`src/rtl/max_index_if.sv`:
```
// max_index_if: bundles the packed value bus and the registered arg-max result
//   Num   : N*W packed signed values, element k at [k*W +: W]
//   Index : IW-bit index of the largest element
//   master drives Num and observes Index; slave observes Num and drives Index
interface max_index_if #(
    parameter int N  = 10,
    parameter int W  = 26,
    parameter int IW = 4
);
    logic [N*W-1:0] Num;
    logic [IW-1:0]  Index;

    modport master (output Num, input Index);
    modport slave  (input Num, output Index);
endinterface

```
`src/rtl/max_index.sv`:
```
// max_index: registered arg-max over N packed signed values, lowest index wins ties
//   clk         : rising-edge clock
//   GlobalReset : asynchronous active-low reset, clears Index to 0
//   bus.Num     : N*W packed signed values (element 0 in the LSBs)
//   bus.Index   : registered index of the maximum element, always in 0..N-1
module max_index #(
    parameter int N  = 10,
    parameter int W  = 26,
    parameter int IW = 4
) (
    input  logic        clk,
    input  logic        GlobalReset,
    max_index_if.slave  bus
);
    localparam int P = 1 << $clog2(N);

    // Heap-ordered tournament tree: node 0 is the root, leaves sit at P-1+k.
    // A left child always covers lower indices than its right sibling.
    logic signed [W-1:0] node_val [2*P-1];
    logic [IW-1:0]       node_idx [2*P-1];
    logic [IW-1:0]       index_d;
    logic [IW-1:0]       index_q;

    genvar k;
    for (k = 0; k < P; k++) begin : g_leaf
        if (k < N) begin : g_in
            assign node_val[P-1+k] = bus.Num[k*W +: W];
        end else begin : g_pad
            // Padding leaves hold the minimum value and the highest indices,
            // so they lose every comparison, including ties.
            assign node_val[P-1+k] = {1'b1, {(W-1){1'b0}}};
        end
        assign node_idx[P-1+k] = IW'(k);
    end

    for (k = 0; k < P-1; k++) begin : g_node
        logic right_wins;
        // Strict compare: equality forwards the lower-index left operand.
        assign right_wins  = node_val[2*k+2] > node_val[2*k+1];
        assign node_val[k] = right_wins ? node_val[2*k+2] : node_val[2*k+1];
        assign node_idx[k] = right_wins ? node_idx[2*k+2] : node_idx[2*k+1];
    end

    always_comb index_d = node_idx[0];

    always_ff @(posedge clk or negedge GlobalReset)
        if (!GlobalReset) index_q <= '0;
        else              index_q <= index_d;

    assign bus.Index = index_q;
endmodule

```
`src/flat_wrapper.sv`:
```
// flat-port wrapper written by rule: the top's interface ports become plain ports
module max_index_flat 
#(
    parameter int N  = 10,
    parameter int W  = 26,
    parameter int IW = 4
)
  (clk, GlobalReset, bus_Num, bus_Index);
  max_index_if #(.N(N), .W(W), .IW(IW)) bus_i ();
  input  logic clk;
  input  logic GlobalReset;
  input wire logic [$bits(bus_i.Num)-1:0] bus_Num;
  output wire logic [$bits(bus_i.Index)-1:0] bus_Index;
  assign bus_i.Num = bus_Num;
  assign bus_Index = bus_i.Index;
  max_index #(.N(N), .W(W), .IW(IW)) u_core (.clk(clk), .GlobalReset(GlobalReset), .bus(bus_i));
endmodule
```
`config.mk`:
```
export PLATFORM = sky130hd
export DESIGN_NAME = max_index_flat
export DESIGN_NICKNAME = d
export VERILOG_FILES = /design/src/rtl/max_index_if.sv /design/src/rtl/max_index.sv /design/src/flat_wrapper.sv
export SDC_FILE = /design/constraint.sdc
export NUM_CORES = 1
export LEC_CHECK = 0
export CAP_MARGIN = 20
export CORE_AREA = 2 2 149 151
export CTS_BUF_LIST = sky130_fd_sc_hd__clkbuf_8
export DETAILED_ROUTE_END_ITERATION = 10
export DIE_AREA = 0 0 151 153
export GPL_TIMING_DRIVEN = 0
export PLACE_DENSITY = 0.72
export SLEW_MARGIN = 15
export SYNTH_ARGS = -nofsm -noshare
export SYNTH_HDL_FRONTEND = slang
export SYNTH_SLANG_ARGS = --single-unit
```
`constraint.sdc`:
```
create_clock -name clk -period 0.8 [get_ports clk]
set_input_delay 0.12 -clock clk [delete_from_list [all_inputs] [get_ports clk]]
set_output_delay 0.12 -clock clk [all_outputs]
set_load 0.005 [all_outputs]
```
==> results of run 1 <==
[area by class of cell]
type | count | area [sq um] | area share [%]
Antenna cell | 3 | 7.51 | 0.0497
Buffer | 30 | 400 | 2.65
Clock buffer | 3 | 41.3 | 0.273
Inverter | 169 | 657 | 4.35
Multi-Input combinational cell | 958 | 9580 | 63.4
Sequential cell | 4 | 100 | 0.662
Tap cell | 280 | 350 | 2.32
Timing Repair Buffer | 449 | 3980 | 26.3
[where the power goes]
part           switching, W  internal [W]
registers         0.0000164      0.000311
logic                0.0174        0.0168
clock network     0.0000862      0.000319
total                0.0175        0.0174
[path summary, 6_finish.rpt]
path	from	end	depth (start not counted)
max	bus_Num[76]	u_core.bus.Index[0]	55
min	GlobalReset	u_core.bus.Index[0]	1
max in group asynchronous	GlobalReset	u_core.bus.Index[1]	1
min in group clk	u_core.bus.Index[2]	bus_Index[2]	1
[per-layer routing]
layer,part of all wire [%],wire length [um],track usage [%]
met4,6.1,2370,14.5
met3,7.2,2800,3.85
met2,49,19000,56.5
met5,0.031,12,0
met1,37,14500,34.0
[timing repair]
action	4_1_cts	5_1_grt
endpoints found under the hold margin	0	0
endpoints found under the setup margin	8	8
gates cloned	3	1
pin swaps	158	65
setup buffers	155	26
resized for setup	518	125
[placed cells by master, fill, tap and decap left out, types with 25 or more instances in the layout]
cell type        netlist  final
nand4_1               49     49
buf_4                  1    176
clkdlybuf4s50_1        0    109
ha_4                   0     81
a21o_1                47     47
nor2_1                80     70
ha_1                 226    139
dlygate4sd2_1          0    100
mux2i_1               56     37
a21oi_2                1     26
o21ai_0               51     25
o21a_1                36     30
nand2_1               80     72
a21oi_1              122     89
mux2_2                58     47
inv_1                169    112
inv_2                  0     52
[cell families after synthesis]
| logic type | after synthesis | synth area share, % |
|---|---|---|
| adders and majority gates | 228 | 33.5 |
| DFF | 4 | 1.18 |
| buffers and inverters | 202 | 9.08 |
| xor gates and xnor gates | 10 | 1.03 |
| muxes | 114 | 14.3 |
| AOI/OAI and AO/OA | 326 | 24.6 |
| and+or+nand+nor | 280 | 16.2 |
[through the flow]
stage | util (%) | setup slack, ns | hold WS [ns] | instance area [sq um]
2_1_floorplan | - | -8.58 | -0.176 | 8790
3_3_place_gp | 54.9 | -10.93 | 0.325 | 11800
3_5_place_dp | 54.9 | -11.05 | 0.335 | 11800
4_1_cts | 67.3 | -8.87 | 0.116 | 14500
5_1_grt | 70.3 | -9.44 | 0.113 | 15100
6_report | 70.4 | -9.14 | 0.112 | 15100
==> Implementation_results.wiki, run 1 <==
{| class="wikitable"
! Metric !! Value
|-
| Total DRC errors in the routed layout || 0
|-
| Post-Place Cells || 1709
|-
| Hold_buf cts || 0
|-
| Most used DFF post-synth || dfrtp_1
|-
| Antenna violation net count after detailed routing || 0
|-
| Aggregate routed wire length || 38700 um
|-
| Critical-path cell with the highest stage delay || nor4_4
|-
| Initial antenna violation count || 3
|-
| Crit Path Class || in -> reg
|-
| Detailed Routing Iterations Pass 1 || 5
|-
| Commonest cells in the synthesized netlist || 226 x ha_1, 169 x inv_1, 122 x a21oi_1
|-
| Initial standard-cell utilization of the core || 39.5%
|-
| Area of the die || 23100 sq um
|-
| Cell seen most often among critical-path stages || o21a_1
|-
| Count of cell types in the netlist || 68
|-
| TritonCTS buffer count || 3
|-
| Number of vias per cell after detailed routing || 5.85
|-
| Syn_nets || 1652
|-
| Failing checks || setup timing
|-
| Final worst setup slack || -9.14 ns
|-
| Horizontal die dimension || 151 um
|-
| Number of buffer and inverter instances along the worst setup path || 9
|-
| Total power after layout || 0.0350 W
|-
| Final critical delay including setup and external delays || 9.94 ns
|-
| Die Ht || 153 um
|-
| Required arrival time at the worst endpoint || 0.89 ns
|-
| Leakage Power || 7.24 nW
|-
| Clk buf depth || 2
|-
| Type of element capturing the critical path || flip-flop
|-
| Via count of the first global-routing pass || 11208
|-
| All-Layer GR Usage || 30.5%
|-
| Sort of element at the start of the critical path || input pin
|-
| Gate family responsible for the most delay along the worst path || compound AO/OA/AOI/OAI gates
|-
| Weighted congestion at the end of routability-driven global placement || 0.921
|-
| Total of fill cells in the finished design || 1604
|-
| Timing-limited maximum frequency || 101 MHz
|-
| Via count of the routed design || 11098
|-
| Proportion of netlist area held by the largest area contributor || 33.3%
|-
| Warnings from Yosys || 0
|-
| Arrival time of data at the critical path endpoint || 10.03 ns
|-
| Area of the core || 21500 sq um
|-
| Final setup violating endpoints || 6
|-
| Final Non-Filler Cells || 1896
|-
| Worst hold path type || in -> async
|-
| Peak per-stage delay on the critical path || 0.44 ns
|-
| Setup TNS Final || -36.12 ns
|-
| Clock slew seen by the registers of the worst setup and hold paths || 0.03 ns
|-
| Transition time at the pin with the least slew margin || 0.704 ns
|-
| Count of flip-flops with a built-in enable after synthesis || 0
|-
| Worst slew margin || 53.0%
|-
| Max FFs per register || 4
|-
| Iteration-0 DRC count of the detailed router || 597
|-
| Post-DP HPWL || 26300 um
|-
| Seq cells post-synth || 4
|-
| Cell Area, Synth || 8490 sq um
|-
| Top area cells in the synthesized netlist || ha_1 33%, mux2_2 7.7%, inv_1 7.5%
|-
| Sequential cell area fraction in the yosys report || 1.18%
|-
| Power density over the cells || 2310 nW/um^2
|-
| Gate count of the mapped netlist || 1164
|-
| Final hold violations || 0
|-
| P&R area growth vs syn || 78.1%
|-
| Top-count cell post-synth || ha_1
|-
| Unrepaired setup endpoints after global routing || true
|-
| Clk sinks || 4
|-
| Max Fanout on Critical Path || 8
|-
| First-pass GRT wire length || 56500 um
|-
| Root buf cell || clkbuf_8
|-
| Result of the run || complete, but fails checks
|-
| Max Slew Vio Count || 0
|-
| Async set-or-reset flop fraction in the synthesized netlist || 100%
|-
| Detailed-route wire length per cell || 20.4 um
|-
| Top cell type by total area after synthesis || ha_1
|-
| Pin count of the biggest net entering global routing || 11
|-
| Share of the clock period used by the worst path || 1240%
|-
| Count of H-tree levels built during CTS || 1
|-
| TritonCTS clock tree || built
|-
| Share of layout cells above drive strength 1 || 36.5%
|-
| Avg Synthesized Cell Area || 7.29 sq um
|-
| Max cap viols || 0
|-
| I/O pin count || 266
|-
| FP Rows || 54
|-
| Largest vdd supply drop || 0.00208 V
|-
| Number of port buffers || 265
|-
| Layout net count || 2103
|-
| Congestion Overflow GR || 0
|}
Note: power is estimated with default switching activity, not from simulation.
==> run 2: changes to the inputs <==
Settings changed: CTS_CLUSTER_DIAMETER set to 50, GPL_ROUTABILITY_DRIVEN set to 0, PLACE_DENSITY 0.72 to 0.7.
Clock period 0.8 ns to 11.2 ns, I/O delays scaled along.
==> Implementation_results.wiki, run 2 (synthesized netlist as in run 1, its figures left out) <==
{| class="wikitable"
! Metric !! Value
|-
| Highest-count cells in the layout ignoring fill and taps || 208 x clkdlybuf4s50_1, 174 x ha_1, 149 x buf_4
|-
| Root buf cell || clkbuf_8
|-
| Max Fanout on Critical Path || 10
|-
| Max cap viols || 0
|-
| Die Ht || 153 um
|-
| Final hold violations || 0
|-
| Leading cell type in the layout, fill and taps excluded || clkdlybuf4s50_1
|-
| Setup TNS Final || -2.39 ns
|-
| Detailed Routing Iterations Pass 1 || 7
|-
| Clk sinks || 4
|-
| Power density over the cells || 177 nW/um^2
|-
| Gate family responsible for the most delay along the worst path || compound AO/OA/AOI/OAI gates
|-
| Area of the die || 23100 sq um
|-
| Layout net count || 2074
|-
| Arrival time of data at the critical path endpoint || 11.98 ns
|-
| Transition time at the pin with the least slew margin || 0.783 ns
|-
| Post-DP HPWL || 26300 um
|-
| Horizontal die dimension || 151 um
|-
| Clock slew seen by the registers of the worst setup and hold paths || 0.03 ns
|-
| Detailed-route wire length per cell || 20.0 um
|-
| Via count of the routed design || 10986
|-
| Total power after layout || 0.00257 W
|-
| Share of the clock period used by the worst path || 106%
|-
| Antenna violation net count after detailed routing || 0
|-
| Number of buffer and inverter instances along the worst setup path || 10
|-
| Initial antenna violation count || 3
|-
| Initial standard-cell utilization of the core || 39.5%
|-
| Area of the core || 21500 sq um
|-
| Via count of the first global-routing pass || 10941
|-
| Count of H-tree levels built during CTS || 1
|-
| TritonCTS clock tree || built
|-
| Worst slew margin || 47.4%
|-
| Final worst setup slack || -0.671 ns
|-
| Peak per-stage delay on the critical path || 0.56 ns
|-
| Crit Path Class || in -> reg
|-
| Required arrival time at the worst endpoint || 11.30 ns
|-
| Total of fill cells in the finished design || 1644
|-
| Final setup violating endpoints || 4
|-
| Max FFs per register || 4
|-
| FP Rows || 54
|-
| Result of the run || complete, but fails checks
|-
| Unrepaired setup endpoints after global routing || true
|-
| Share of layout cells above drive strength 1 || 28.9%
|-
| Final critical delay including setup and external delays || 11.87 ns
|-
| TritonCTS buffer count || 3
|-
| Failing checks || setup timing
|-
| Total DRC errors in the routed layout || 0
|-
| Pin count of the biggest net entering global routing || 11
|-
| First-pass GRT wire length || 53500 um
|-
| P&R area growth vs syn || 71.2%
|-
| Hold_buf cts || 0
|-
| Iteration-0 DRC count of the detailed router || 853
|-
| Sum of met2 wire segment lengths after detailed routing || 18100 um
|-
| Aggregate routed wire length || 37400 um
|-
| Sort of element at the start of the critical path || input pin
|-
| Timing-limited maximum frequency || 84.2 MHz
|-
| Congestion Overflow GR || 0
|-
| Top layer in use || met4
|-
| Number of vias per cell after detailed routing || 5.88
|-
| Core occupancy in the finished layout || 67.7%
|-
| WL met3 || 2500 um
|-
| Max Slew Vio Count || 0
|-
| Wire length the detailed router placed on met1 || 14600 um
|-
| Critical-path cell with the highest stage delay || or4_4
|-
| Number of port buffers || 265
|-
| Cell seen most often among critical-path stages || o21a_1
|-
| Worst hold path type || in -> async
|-
| Clk buf depth || 2
|-
| Leakage Power || 6.99 nW
|-
| All-Layer GR Usage || 29.1%
|-
| Type of element capturing the critical path || flip-flop
|-
| I/O pin count || 266
|-
| Largest vdd supply drop || 0.000207 V
|}
==> run 2: cell count changes in the layout (fill, tap and decap cells not counted), moves of 7 or more <==
cell             previous run  this run
ha_4                       81        50
a21oi_1                    89        96
ha_1                      139       174
buf_2                      16         5
buf_6                      16         5
inv_2                      52        27
dlygate4sd2_1             100        33
a21oi_2                    26        15
clkdlybuf4s50_1           109       208
clkdlybuf4s15_1            10         0
inv_1                     112       142
buf_4                     176       149
==> run 2: final timing paths <==
check / slack (ns) / to / depth (start not counted) / startpoint
min in group clk: 2.62 / u_core.bus.Index[3] / 9 / bus_Num[129]
max in group asynchronous: 9.36 / u_core.bus.Index[1] / 1 / GlobalReset
worst min-delay path: 1.67 / u_core.bus.Index[0] / 1 / GlobalReset
worst max-delay path: -0.67 / u_core.bus.Index[0] / 52 / bus_Num[169]
==> run 2: cell type report <==
| class | count | area [sq um] | area share (%) |
|---|---|---|---|
| Inverter | 169 | 634 | 4.36 |
| Timing Repair Buffer | 420 | 3840 | 26.4 |
| Clock buffer | 3 | 41.3 | 0.284 |
| Sequential cell | 4 | 100 | 0.689 |
| Tap cell | 280 | 350 | 2.41 |
| Multi-Input combinational cell | 958 | 9170 | 63.1 |
| Antenna cell | 3 | 7.51 | 0.0516 |
| Buffer | 30 | 392 | 2.69 |
==> run 2: metal layers <==
| metal | vias to the layer above | track usage, % |
|---|---|---|
| li1 | 5104 | - |
| met1 | 5120 | 34.6 |
| met2 | 581 | 51.5 |
| met3 | 181 | 3.37 |
| met4 | 0 | 13.8 |
| met5 | - | 0 |
==> run 2: metrics by stage <==
| step | area (sq um) | cells | setup slack (ns) | hold slack, ns |
|---|---|---|---|---|
| finish | 14500 | 1867 | -0.671 | 1.67 |
| global route | 14500 | 1867 | -0.983 | 1.67 |
| CTS | 13700 | 1843 | -0.0670 | 1.67 |
| detailed placement | 11600 | 1709 | -2.57 | 1.90 |
| global placement | 11600 | 1709 | -2.56 | 1.89 |
| floorplan | 8610 | 1164 | 0.0435 | 1.38 |
==> run 2: report_power, final <==
group	switching (W)	internal (W)	total [W]
clock network	0.00000896	0.0000230	0.0000320
registers	0.00000199	0.0000223	0.0000243
logic	0.00132	0.00119	0.00251
==> run 2: timing repair <==
item,CTS,global route
gates resized for setup,263,150
setup buffers,132,20
gates cloned,1,1
pin swaps,85,64
setup endpoints to repair,4,4
==> run 3: changes to the inputs <==
Settings changed: ABC_AREA set to 1, CORE_AREA 2 2 149 151 to 2 2 152 154, DIE_AREA 0 0 151 153 to 0 0 154 156, PLACE_DENSITY 0.7 to 0.69, SLEW_MARGIN 15 to not set.
Clock period 11.2 ns to 14.9 ns, I/O delays scaled along.
==> Implementation_results.wiki, run 3 <==
{| class="wikitable"
! Metric !! Value
|-
| Largest vdd supply drop || 0.000126 V
|-
| Count of cell types in the netlist || 46
|-
| Congestion Overflow GR || 0
|-
| Sort of element at the start of the critical path || input pin
|-
| Warnings from Yosys || 0
|-
| Transition time at the pin with the least slew margin || 0.688 ns
|-
| Number of port buffers || 265
|-
| Combinational fraction of design power || 97.0%
|-
| Final hold violations || 0
|-
| Gate family responsible for the most delay along the worst path || simple AND/OR/NAND/NOR gates
|-
| Number of buffer and inverter instances along the worst setup path || 11
|-
| Detailed-route wire length per cell || 14.7 um
|-
| Antenna violation net count after detailed routing || 0
|-
| Final setup violating endpoints || 0
|-
| Peak per-stage delay on the critical path || 0.53 ns
|-
| P&R area growth vs syn || 34.7%
|-
| Detailed Routing Iterations Pass 1 || 5
|-
| Final critical delay including setup and external delays || 12.33 ns
|-
| Unrepaired setup endpoints after global routing || false
|-
| Count of H-tree levels built during CTS || 1
|-
| Cell Area, Synth || 8810 sq um
|-
| TritonCTS clock tree || built
|-
| TritonCTS buffer count || 3
|-
| Max Slew Vio Count || 0
|-
| Highest-count cells in the layout ignoring fill and taps || 488 x nand2_1, 265 x clkdlybuf4s50_1, 238 x inv_1
|-
| Sequential cell area fraction in the yosys report || 1.14%
|-
| I/O pin count || 266
|-
| Design internal power || 0.000578 W
|-
| Aggregate routed wire length || 30700 um
|-
| Commonest cells in the synthesized netlist || 488 x nand2_1, 238 x inv_1, 226 x ha_1
|-
| Count of flip-flops with a built-in enable after synthesis || 0
|-
| Top area cells in the synthesized netlist || ha_1 32%, nand2_1 21%, o21ai_0 10%
|-
| Die Ht || 156 um
|-
| Setup TNS Final || 0 ns
|-
| Power density over the cells || 125 nW/um^2
|-
| Share of layout cells above drive strength 1 || 3.38%
|-
| Area of the core || 22400 sq um
|-
| Result of the run || complete, no violations
|-
| Proportion of power drawn by the clock network || 1.5%
|-
| Worst hold path type || in -> async
|-
| Critical-path cell with the highest stage delay || o21ai_0
|-
| Worst slew margin || 53.6%
|-
| CTS resizes || 0
|-
| Root buf cell || clkbuf_8
|-
| Type of element capturing the critical path || flip-flop
|-
| Most used DFF post-synth || dfrtp_1
|-
| Max FFs per register || 4
|-
| All-Layer GR Usage || 25.0%
|-
| Hold WS || 2.22 ns
|-
| Number of vias per cell after detailed routing || 5.16
|-
| Async set-or-reset flop fraction in the synthesized netlist || 100%
|-
| Arrival time of data at the critical path endpoint || 12.44 ns
|-
| Post-DP HPWL || 27500 um
|-
| Initial antenna violation count || 0
|-
| Gate count of the mapped netlist || 1536
|-
| FP Rows || 55
|-
| Initial standard-cell utilization of the core || 39.4%
|-
| Switching power summed over all nets || 0.000901 W
|-
| Crit Path Class || in -> reg
|-
| Max Fanout on Critical Path || 10
|-
| Required arrival time at the worst endpoint || 15.01 ns
|-
| Hold_buf cts || 0
|-
| Share of the clock period used by the worst path || 82.8%
|-
| Clock slew seen by the registers of the worst setup and hold paths || 0.03 ns
|-
| Setup fix buffers added after clock tree synthesis || 0
|-
| Timing-limited maximum frequency || 81.1 MHz
|-
| Clk sinks || 4
|-
| Total DRC errors in the routed layout || 0
|-
| Top-count cell post-synth || nand2_1
|-
| Pin count of the biggest net entering global routing || 11
|-
| Horizontal die dimension || 154 um
|-
| Seq cells post-synth || 4
|-
| Via count of the routed design || 10781
|-
| Sequential Power Share || 1.5%
|-
| Clk buf depth || 2
|-
| Top cell type by total area after synthesis || ha_1
|-
| Area of the die || 24000 sq um
|-
| Layout net count || 2294
|-
| First-pass GRT wire length || 49400 um
|-
| Number of cells on the critical path || 55
|-
| Leading cell type in the layout, fill and taps excluded || nand2_1
|-
| Via count of the first global-routing pass || 10332
|-
| Iteration-0 DRC count of the detailed router || 625
|-
| Leakage Power || 6.33 nW
|-
| Net switching fraction of the power || 60.9%
|-
| Max cap viols || 0
|-
| Syn_nets || 2024
|-
| Avg Synthesized Cell Area || 5.74 sq um
|-
| Proportion of netlist area held by the largest area contributor || 32.1%
|-
| Cell seen most often among critical-path stages || o21ai_0
|}
-- run 3: cell types whose count changed after synthesis, sizes merged, moves of 17 or more --
cell,delta
nand2,+413
o21ai,+159
inv,+78
mux2,-58
mux2i,-56
nand3,+50
a21oi,-47
a21o,-37
o21a,-34
nand4,-19
clkbuf,+17
-- run 3: area by class of cell --
type | instances | area [sq um]
diodes | 1 | 2.50
plain buffers | 40 | 193
clock buffers | 3 | 41.3
fillers | 2251 | 10500
inverters | 248 | 931
multi-input cells | 1244 | 7590
flip-flops and latches | 4 | 100
well taps | 285 | 357
repair buffers | 265 | 2650
-- run 3: logic make-up after synthesis --
kind of cell | share of synthesized area, %
flip-flops | 1.14
AO/OA/AOI/OAI | 20.7
buffers and inverters | 12.8
adder cells (fa/ha/maj) | 32.1
XOR/XNOR | 0.199
AND/OR/NAND/NOR | 33.1
-- run 3: per-stage QoR --
stage	power [W]	util, %	setup WS, ns	area, sq um	instances
CTS	0.00147	53.0	2.86	11900	2089
finish	0.00148	53.0	2.57	11900	2090
global placement	0.00141	52.8	2.71	11800	2086
global route	0.00167	53.0	1.61	11900	2089
detailed placement	0.00144	52.8	2.68	11800	2086
floorplan	0.00100	-	5.35	8810	1536
-- run 3: metal layers --
| metal | track usage (%) | wire, um | up-vias |
|---|---|---|---|
| li1 | - | - | 5624 |
| met1 | 32.9 | 13700 | 4764 |
| met2 | 42.7 | 13900 | 349 |
| met4 | 5.56 | 654 | 0 |
| met3 | 4.47 | 2470 | 44 |
| met5 | 0 | 0 | - |
-- run 3: path summary, 6_finish.rpt --
path	start	to	slack, ns
min in group clk	bus_Num[259]	u_core.bus.Index[3]	3.18
max in group asynchronous	GlobalReset	u_core.bus.Index[0]	12.52
max	bus_Num[181]	u_core.bus.Index[1]	2.57
min	GlobalReset	u_core.bus.Index[1]	2.22
-- run 3: power groups by stage --
stage	combinational (W)	sequential, W	clock (W)
2_1_floorplan	0.000979	0.0000224	0
3_3_place_gp	0.00139	0.0000213	0
3_5_place_dp	0.00142	0.0000218	0
4_1_cts	0.00142	0.0000217	0.0000231
5_1_grt	0.00162	0.0000221	0.0000243
6_report	0.00143	0.0000215	0.0000229
